## src/rtl/cc_progress_counter_pkg.sv

```systemverilog
// Shared race-progress definitions: FSM states, progress width, race goal,
// crash penalty and the level-comparator thresholds kept alongside the goal.
package cc_progress_pkg;

    typedef enum logic [1:0] {
        ST_IDLE  = 2'd0,
        ST_RUN   = 2'd1,
        ST_PAUSE = 2'd2,
        ST_DONE  = 2'd3
    } cc_state_e;

    localparam int unsigned CC_PROGRESS_W       = 8;
    localparam int unsigned CC_MAX_PROGRESS_DEF = 40;
    localparam int unsigned CC_PENALTY_DEF      = 5;
    localparam int unsigned CC_LEVEL1_THRESH    = 10;
    localparam int unsigned CC_LEVEL2_THRESH    = 30;

    typedef logic [CC_PROGRESS_W-1:0] cc_progress_t;

    // Saturating subtract: progress must never wrap below zero.
    function automatic cc_progress_t cc_sat_sub(input cc_progress_t a, input cc_progress_t b);
        return (a > b) ? cc_progress_t'(a - b) : '0;
    endfunction

endpackage

```

## src/rtl/cc_tick_prescaler.sv

```systemverilog
// Modulo-TICKS_PER_STEP frame-tick counter; step_o strobes on the wrapping tick.
module cc_tick_prescaler #(
    parameter int unsigned TICKS_PER_STEP = 8
) (
    input  logic clk_i,
    input  logic rst_i,
    input  logic en_i,
    input  logic clr_i,
    input  logic tick_i,
    output logic step_o
);

    localparam int unsigned CW = (TICKS_PER_STEP > 1) ? $clog2(TICKS_PER_STEP) : 1;
    localparam logic [CW-1:0] LAST = CW'(TICKS_PER_STEP - 1);

    logic [CW-1:0] cnt_q, cnt_d;
    logic          count;
    logic          wrap;

    assign count  = en_i && !clr_i && tick_i;
    assign wrap   = count && (cnt_q == LAST);
    assign step_o = wrap;

    always_comb begin
        cnt_d = cnt_q;
        if (clr_i || wrap) begin
            cnt_d = '0;
        end else if (count) begin
            cnt_d = cnt_q + CW'(1);
        end
    end

    always_ff @(posedge clk_i) begin
        if (rst_i) begin
            cnt_q <= '0;
        end else begin
            cnt_q <= cnt_d;
        end
    end

endmodule

```

## src/rtl/cc_progress_counter.sv

```systemverilog
// Race-progress counter: run/pause/done FSM, progress register and crash handling.
// Define CC_PROGRESS_COUNTER_CRASH_PENALTY_EN to make a crash also deduct PENALTY.
module cc_progress_counter
    import cc_progress_pkg::*;
#(
    parameter int unsigned TICKS_PER_STEP = 8,
    parameter int unsigned MAX_PROGRESS   = CC_MAX_PROGRESS_DEF,
    parameter int unsigned PENALTY        = CC_PENALTY_DEF
) (
    input  logic                     CC_PROGRESS_COUNTER_CLOCK_50,
    input  logic                     CC_PROGRESS_COUNTER_RESET_InHigh,
    input  logic                     CC_PROGRESS_COUNTER_Start_In,
    input  logic                     CC_PROGRESS_COUNTER_Pause_In,
    input  logic                     CC_PROGRESS_COUNTER_Tick_In,
    input  logic                     CC_PROGRESS_COUNTER_Crash_In,
    output logic [CC_PROGRESS_W-1:0] CC_PROGRESS_COUNTER_Progress_OutBus,
    output logic                     CC_PROGRESS_COUNTER_Step_Out,
    output logic                     CC_PROGRESS_COUNTER_Running_Out,
    output logic                     CC_PROGRESS_COUNTER_Done_Out
);

    if (TICKS_PER_STEP < 1 || TICKS_PER_STEP > 256 ||
        MAX_PROGRESS < 1 || MAX_PROGRESS > 255 || PENALTY > 255) begin : g_cfg_check
        $error("cc_progress_counter: parameter out of range");
    end

    localparam cc_progress_t MAX_C = cc_progress_t'(MAX_PROGRESS);
`ifdef CC_PROGRESS_COUNTER_CRASH_PENALTY_EN
    localparam cc_progress_t PEN_C = cc_progress_t'(PENALTY);
`endif

    cc_state_e    state_q, state_d;
    cc_progress_t prog_q, prog_d;
    logic         step_q, step_d;
    logic         running_q;
    logic         done_q;

    logic         active;
    logic         presc_en;
    logic         presc_clr;
    logic         presc_step;

    // Prescaler control is derived outside the FSM block so its strobe can be
    // consumed there without a combinational loop through the sub-module.
    assign active    = (state_q == ST_RUN) || (state_q == ST_PAUSE);
    assign presc_en  = (state_q == ST_RUN) && !CC_PROGRESS_COUNTER_Start_In &&
                       !CC_PROGRESS_COUNTER_Crash_In && !CC_PROGRESS_COUNTER_Pause_In;
    assign presc_clr = CC_PROGRESS_COUNTER_Start_In || (CC_PROGRESS_COUNTER_Crash_In && active);

    cc_tick_prescaler #(
        .TICKS_PER_STEP (TICKS_PER_STEP)
    ) u_prescaler (
        .clk_i  (CC_PROGRESS_COUNTER_CLOCK_50),
        .rst_i  (CC_PROGRESS_COUNTER_RESET_InHigh),
        .en_i   (presc_en),
        .clr_i  (presc_clr),
        .tick_i (CC_PROGRESS_COUNTER_Tick_In),
        .step_o (presc_step)
    );

    always_comb begin
        state_d = state_q;
        prog_d  = prog_q;
        step_d  = 1'b0;
        if (CC_PROGRESS_COUNTER_Start_In) begin
            prog_d  = '0;
            state_d = CC_PROGRESS_COUNTER_Pause_In ? ST_PAUSE : ST_RUN;
        end else begin
            unique case (state_q)
                ST_RUN: begin
                    if (CC_PROGRESS_COUNTER_Crash_In) begin
`ifdef CC_PROGRESS_COUNTER_CRASH_PENALTY_EN
                        prog_d = cc_sat_sub(prog_q, PEN_C);
`else
                        prog_d = prog_q;
`endif
                    end else if (CC_PROGRESS_COUNTER_Pause_In) begin
                        state_d = ST_PAUSE;
                    end else if (presc_step) begin
                        prog_d = prog_q + cc_progress_t'(1);
                        step_d = 1'b1;
                        if (prog_q + cc_progress_t'(1) == MAX_C) begin
                            state_d = ST_DONE;
                        end
                    end
                end
                ST_PAUSE: begin
                    if (CC_PROGRESS_COUNTER_Crash_In) begin
`ifdef CC_PROGRESS_COUNTER_CRASH_PENALTY_EN
                        prog_d = cc_sat_sub(prog_q, PEN_C);
`else
                        prog_d = prog_q;
`endif
                    end else if (!CC_PROGRESS_COUNTER_Pause_In) begin
                        state_d = ST_RUN;
                    end
                end
                default: begin
                    state_d = state_q;
                end
            endcase
        end
    end

    always_ff @(posedge CC_PROGRESS_COUNTER_CLOCK_50) begin
        if (CC_PROGRESS_COUNTER_RESET_InHigh) begin
            state_q   <= ST_IDLE;
            prog_q    <= '0;
            step_q    <= 1'b0;
            running_q <= 1'b0;
            done_q    <= 1'b0;
        end else begin
            state_q   <= state_d;
            prog_q    <= prog_d;
            step_q    <= step_d;
            running_q <= (state_d == ST_RUN);
            done_q    <= (state_d == ST_DONE);
        end
    end

    assign CC_PROGRESS_COUNTER_Progress_OutBus = prog_q;
    assign CC_PROGRESS_COUNTER_Step_Out        = step_q;
    assign CC_PROGRESS_COUNTER_Running_Out     = running_q;
    assign CC_PROGRESS_COUNTER_Done_Out        = done_q;

endmodule

```

## config.mk

```make
export PLATFORM = sky130hd
export DESIGN_NAME = cc_progress_counter
export DESIGN_NICKNAME = d
export VERILOG_FILES = /design/src/rtl/cc_progress_counter_pkg.sv /design/src/rtl/cc_tick_prescaler.sv /design/src/rtl/cc_progress_counter.sv
export SDC_FILE = /design/constraint.sdc
export NUM_CORES = 1
export LEC_CHECK = 0
export ABC_AREA = 1
export BUFFER_PORTS_ARGS = -buffer_cell sky130_fd_sc_hd__buf_2
export CAP_MARGIN = 25
export CORE_MARGIN = 2
export CORE_UTILIZATION = 55
export CTS_BUF_LIST = sky130_fd_sc_hd__clkbuf_8
export CTS_CLUSTER_DIAMETER = 80
export DETAILED_ROUTE_END_ITERATION = 6
export PLACE_DENSITY = 0.77
export SYNTH_ARGS = -nofsm -noshare
export SYNTH_HDL_FRONTEND = slang
export SYNTH_SLANG_ARGS = --single-unit
```

## constraint.sdc

```tcl
create_clock -name CC_PROGRESS_COUNTER_CLOCK_50 -period 4.7 [get_ports CC_PROGRESS_COUNTER_CLOCK_50]
set_input_delay 0.235 -clock CC_PROGRESS_COUNTER_CLOCK_50 [delete_from_list [all_inputs] [get_ports CC_PROGRESS_COUNTER_CLOCK_50]]
set_output_delay 0.235 -clock CC_PROGRESS_COUNTER_CLOCK_50 [all_outputs]
set_load 0.03 [all_outputs]
```

; ---- Word-level counts from Yosys, hierarchy flattened
; Index checks and enable logic that the tools add are counted.
[totals]
reg_bits = 16
input_bits = 6
[classes]
muxes = 10
reduce_logical = 18
bitwise_logic = 3
add_sub_neg = 2
n_eq_ne = 6
[op_table]
columns = cell, n
row1 = $mux 2, 8
row2 = $add 8x1->8 const B, 1
row3 = $eq 8x6->1 const B, 1
row4 = $logic_and 1x1->1, 7
row5 = $reduce_or 5->1, 1
row6 = $eq 2x1->1 const B, 2
row7 = $eq 2x2->1 const B, 2
row8 = $logic_not 1->1, 4
row9 = $pmux 2 s2, 1
row10 = $reduce_and 4->1, 1
row11 = $reduce_or 2->1, 2
row12 = $add 3x1->3 const B, 1
row13 = $eq 3x3->1 const B, 1
row14 = $logic_or 1x1->1, 3
row15 = $not 1->1, 3
row16 = $mux 1, 1

; ---- Longest topological paths before layout
[depth]
word_depth = 14
ltp_mapped = 16
depth_no_buf = 16

; ---- By module
; From an unflattened synthesis, not the netlist that was laid out.
[hier_totals]
hier_cells = 143
hier_area_um2 = 935.9
[modules_own_cells]
columns = mod, cells_each, seq_area_each_um2, instances, area_each_um2
row1 = cc_progress_counter, 119, 260.2, 1, 748.2
row2 = cc_tick_prescaler, 24, 60.1, 1, 187.7

; ---- Least setup slack after synthesis
; Ideal clock, no wire load.
[synth_path]
path_kind = register -> register
startpoint = register prog_q[1], in the netlist CC_PROGRESS_COUNTER_Progress_OutBus[1]
endpoint = register running_q, in the netlist CC_PROGRESS_COUNTER_Running_Out
n_path_buf = 0
setup_ns = 0.064
stages_incl_launch_ff = 16
arrival_time_ns = 1.735
path_slack_ns = 2.901
t_required_ns = 4.636
cell_sequence = dfxtp_1 ha_1 nand3_1 o21bai_1 nand2_1 nor2_4 nand3_2 nand2_1 nand2_1 nand2_1 nand2_1 nand2_1 nand2_2 nand2_1 nand2_1 nor2_1
[synth_between]
elab_chain_len = 9
[synth_rtl]
columns = element, line
row1 = from (decl), cc_progress_counter.sv:33  ; cc_progress_t prog_q, prog_d;
row2 = from (signal assigned), cc_progress_counter.sv:114  ; prog_q <= prog_d;
row3 = $add 8x1->8, cc_progress_counter.sv:82  ; if (prog_q + cc_progress_t'(1) == MAX_C) begin
row4 = $eq 8x6->1, cc_progress_counter.sv:82
row5 = $mux 2, cc_progress_counter.sv:82
row6 = $mux 2, cc_progress_counter.sv:79  ; end else if (presc_step) begin
row7 = $mux 2, cc_progress_counter.sv:77  ; end else if (CC_PROGRESS_COUNTER_Pause_In) begin
row8 = $mux 2, cc_progress_counter.sv:71  ; if (CC_PROGRESS_COUNTER_Crash_In) begin
row9 = $pmux 2 s2, cc_progress_counter.sv:69  ; unique case (state_q)
row10 = $mux 2, cc_progress_counter.sv:65  ; if (CC_PROGRESS_COUNTER_Start_In) begin
row11 = $eq 2x1->1, cc_progress_counter.sv:116  ; running_q <= (state_d == ST_RUN);
row12 = to (signal assigned), cc_progress_counter.sv:116
row13 = to (decl), cc_progress_counter.sv:35  ; logic running_q;
; Every way passes these cells.
; A chain may end at the register's enable or synchronous reset.

; ---- Final worst setup path
[layout_path]
startpoint = register state_q[0]
endpoint = register running_q, in the netlist CC_PROGRESS_COUNTER_Running_Out
[layout_between]
elab_chain_len = 14
word_cells_on_any_way = 21
cone_classes = eq/ne (3) / mux (8) / reduce/logical (10)
[layout_rtl]
columns = element, line
row1 = from (decl), cc_progress_counter.sv:32  ; cc_state_e state_q, state_d;
row2 = from (signal assigned), cc_progress_counter.sv:113  ; state_q <= state_d;
row3 = $eq 2x1->1 / $eq 2x2->1 (equally long branches), "cc_progress_counter.sv:45, cc_progress_counter.sv:46, cc_progress_counter.sv:69"
row4 = $logic_or 1x1->1, cc_progress_counter.sv:45  ; assign active = (state_q == ST_RUN) || (state_q == ST_PAUSE);
row5 = $logic_and 1x1->1, cc_progress_counter.sv:48  ; assign presc_clr = CC_PROGRESS_COUNTER_Start_In || (CC_PROGRESS_COUNTER_Crash_In && active);
row6 = $logic_or 1x1->1, cc_progress_counter.sv:48
row7 = $logic_not 1->1, cc_tick_prescaler.sv:20  ; assign count = en_i && !clr_i && tick_i;
row8 = $logic_and 1x1->1 (2 in a row), cc_tick_prescaler.sv:20
row9 = $logic_and 1x1->1, cc_tick_prescaler.sv:21  ; assign wrap = count && (cnt_q == LAST);
row10 = $mux 2, cc_progress_counter.sv:79
row11 = $mux 2, cc_progress_counter.sv:77
row12 = $mux 2, cc_progress_counter.sv:71
row13 = $pmux 2 s2 *, cc_progress_counter.sv:69
row14 = $mux 2 *, cc_progress_counter.sv:65
row15 = $eq 2x1->1 *, cc_progress_counter.sv:116
; Every way passes the cells marked *; elsewhere a longest branch is shown, timed or not.

==> summary.md <==
| Metric | Value |
|---|---|
| Multiplexer area fraction after synthesis | `0` |
| Final min period | `1970 ps` |
| Primary FF master, synth | `dfxtp_1` |
| EDFF count, synth | `0` |
| Ys Warns | `0` |
| Post-synth net total | `142` |
| Crit-path max cell delay | `370 ps` |
| PortBufs | `16` |
| Cell mode on critical path | `nand2_1` |
| Hold EP | `CC_PROGRESS_COUNTER_Running_Out$_SDFF_PP0_` |
| Die Footprint | `2020 um^2` |
| Layout area overhead | `16.9%` |
| Post-CTS Setup Bufs | `0` |
| Gp weighted congestion | `0.851` |
| Die height | `44.9 um` |
| Top Ports | `17` |
| Clk_lat worst skew | `250 ps` |
| Slowest-stage cell, CP | `ha_1` |
| H-Tree Level Count | `1` |
| Crit-path max FO | `10` |
| Kind of critical path | `reg -> reg` |
| Clock Skew | `3.76 ps` |
| Via count | `894` |
| Vias in the first global route | `796` |
| Avg Inst Size Synth | `7.02 um^2` |
| Root Buffer | `clkbuf_8` |
| DRT Pass-1 Iters | `4` |
| RSZ-0062 raised after global routing | `false` |
| Total track usage | `0.208` |
| Max-Cap Viols | `0` |
| Max Transition Viols Final | `0` |
| Async S/R FF share, synth | `0` |
| Cts hold-fix bufs | `0` |
| Compound-Gate Fraction of Synth Area | `0.137` |
| Largest family of logic cells by synthesized area | `simple AND/OR/NAND/NOR gates` |
| Dpl hpwl | `1.37 mm` |
| First-pass GRT wire length | `3.13 mm` |
| Sequential share of the synthesized area | `0.348` |
| WP data arrival | `2160 ps` |
| Clock sink count | `16` |
| CTS tree | `built` |
| DRC viols | `0` |
| Initial antenna violation count | `0` |
| Max_slew headroom | `0.674` |
| Mapped Cells | `131` |
| Final setup fails | `0` |
| FF+latch count, synth | `16` |
| Fin crit share | `0.420` |
| Synth Area in Adders | `0.0680` |
| Leak pwr | `0.000483 uW` |
| WP data required | `4890 ps` |
| Via/cell ratio | `5.35` |
| Final wirelength | `1.82 mm` |
| CP Capture Type | `register` |
| FMAX | `507 MHz` |
| Synth Area in Simple Gates | `0.359` |
| Core ar. | `1540 um^2` |
| Hold path depth | `2` |
| Hold WC Path Type | `in -> reg` |
| Worst IR drop on VDD | `0.199 mV` |
| Share of post-route cells with drive strength above 1 | `0.238` |
| Remaining global-route overflow | `0` |
| CTS max path bufs | `2` |
| # resized after CTS | `0` |
| Status | `complete, no violations` |
| Net count reported at finish | `163` |
| Slew @ Worst Pin | `488 ps` |
| R2r setup slk | `2730 ps` |
| 1st-iter DRT viols | `32` |
| Synth unique cells | `23` |
| Inserted Clock Buffers | `3` |
| Mapped cell area | `920 um^2` |
| Pwr dens | `274 nW/um^2` |
| Crit-path cells | `inv_1 > ha_1 > nor2_1 > nor2_4 > nand3_4 > nor2_4 > nand3_2 > nand2_1 > nand2_1 > nand2_1 > nand2_1 > nand2_1 > nand2_2 > nand2_1 > nand2_1 > nor2_1` |
| Post-Synth XOR/XNOR Area | `0.00952` |
| Wire length per cell | `10.9 um` |
| Area after DPL | `1020 um^2` |
| Endpoints failing hold | `0` |
| Setup TNS | `0 ps` |
| Final hold slack | `210 ps` |
| DRT antenna net count | `0` |
| Rows | `14` |
| Worst setup SP type | `register` |
| Clock-pin slew on the worst setup and hold paths | `60 ps` |
| Cells on worst reg2reg path | `16` |
| Die width | `44.9 um` |
| Starting Density | `0.597` |
| Reg2Reg Capture Point | `CC_PROGRESS_COUNTER_Running_Out$_SDFF_PP0_` |
| Largest net degree at the start of global routing | `11` |
| Worst R2R Start | `state_q[0]$_SDFF_PP0_` |
| HP Start | `CC_PROGRESS_COUNTER_RESET_InHigh` |
| Design area | `1070 um^2` |
| Number of diodes | `0` |
## critical path: cells and delay by family, from the launching register on
kind / cells / cell delay, ps
AND/OR/NAND/NOR: 14 / 1090
adder cells (fa/ha/maj): 1 / 370
flip-flops: 1 / 340
buffers and inverters: 1 / 100
## cells in the mapped netlist (3+ instances only)
master    n  share of area
nand2_2   5          0.034
inv_1    15          0.061
nor2_1   10          0.041
inv_2     3          0.012
ha_1      5          0.068
nand3_1  10          0.054
nor2_2    3          0.020
o21ai_0   6          0.033
nand2_1  30           0.12
a21oi_1  14          0.076
nor2_4    3          0.037
dfxtp_1  16           0.35
## per-layer routing
layer	wire, um	share of wire	global-route usage	up-vias
met1	875	0.48	0.285	405
met5	0	0	0	-
li1	-	-	-	461
met2	831	0.46	0.319	21
met4	39	0.021	0.100	0
met3	72	0.040	0.0360	7
## cell usage in the layout (no fill, tap or decap), types with 4 or more instances in the layout
| master | count |
|---|---|
| a21oi_1 | 14 |
| inv_1 | 15 |
| dfxtp_1 | 16 |
| ha_1 | 5 |
| nand2_2 | 5 |
| o21ai_0 | 6 |
| nand2_1 | 30 |
| nor2_1 | 10 |
| buf_2 | 16 |
| clkbuf_8 | 4 |
| nand3_1 | 10 |
## logic make-up (layout without fill, tap and decap cells)
| family | Yosys count | count (layout) |
|---|---|---|
| xor+xnor | 1 | 1 |
| buf+inv | 19 | 39 |
| compound gates | 24 | 24 |
| flops | 16 | 16 |
| fa+ha+maj | 5 | 5 |
| simple gates | 66 | 66 |
## report_power, final
part           total [uW]  internal, uW  leakage [uW]  switching [uW]
registers             140           138      0.000129            1.50
clock network         122          74.3     0.0000288            47.9
logic                32.7          11.3      0.000325            21.4
total                 294           224      0.000483            70.8
## cell type report
| cell class | instances | area [um^2] |
|---|---|---|
| fill | 131 | 467 |
| clock buffer | 4 | 55.1 |
| inverter | 19 | 71.3 |
| sequential | 16 | 320 |
| tap | 16 | 20.0 |
| multi-input combinational | 96 | 528 |
| timing repair buffer | 16 | 80.1 |
## sequential cells by signal (all words and copies together) (netlist names)
| signal | count |
|---|---|
| CC_PROGRESS_COUNTER_Done_Out | 1 |
| CC_PROGRESS_COUNTER_Progress_OutBus | 8 |
| CC_PROGRESS_COUNTER_Running_Out | 1 |
| CC_PROGRESS_COUNTER_Step_Out | 1 |
| state_q | 2 |
| u_prescaler.cnt_q | 3 |
## worst max path at each step
stage          cells after the start                                         end  slack (ps)                                                start
2_1_floorplan                     15  CC_PROGRESS_COUNTER_Running_Out$_SDFF_PP0_        2900  CC_PROGRESS_COUNTER_Progress_OutBus[1]$_SDFFE_PP0P_
3_3_place_gp                      16  CC_PROGRESS_COUNTER_Running_Out$_SDFF_PP0_        2830                                state_q[0]$_SDFF_PP0_
3_5_place_dp                      16  CC_PROGRESS_COUNTER_Running_Out$_SDFF_PP0_        2750                                state_q[0]$_SDFF_PP0_
4_1_cts                           16  CC_PROGRESS_COUNTER_Running_Out$_SDFF_PP0_        2720                                state_q[0]$_SDFF_PP0_
5_1_grt                           16  CC_PROGRESS_COUNTER_Running_Out$_SDFF_PP0_        2490                                state_q[0]$_SDFF_PP0_
6_report                          16  CC_PROGRESS_COUNTER_Running_Out$_SDFF_PP0_        2730                                state_q[0]$_SDFF_PP0_
## metrics by stage
stage / std cells / worst slack [ps] / utilization / total power, uW
after CTS: 167 / 2720 / 0.697 / 296
after floorplan: 131 / 2900 / - / 166
final: 167 / 2730 / 0.697 / 294
after detailed placement: 163 / 2750 / 0.662 / 175
after global routing: 167 / 2490 / 0.697 / 307
after global placement: 163 / 2830 / 0.662 / 174
Note: power is estimated with default switching activity, not from simulation.
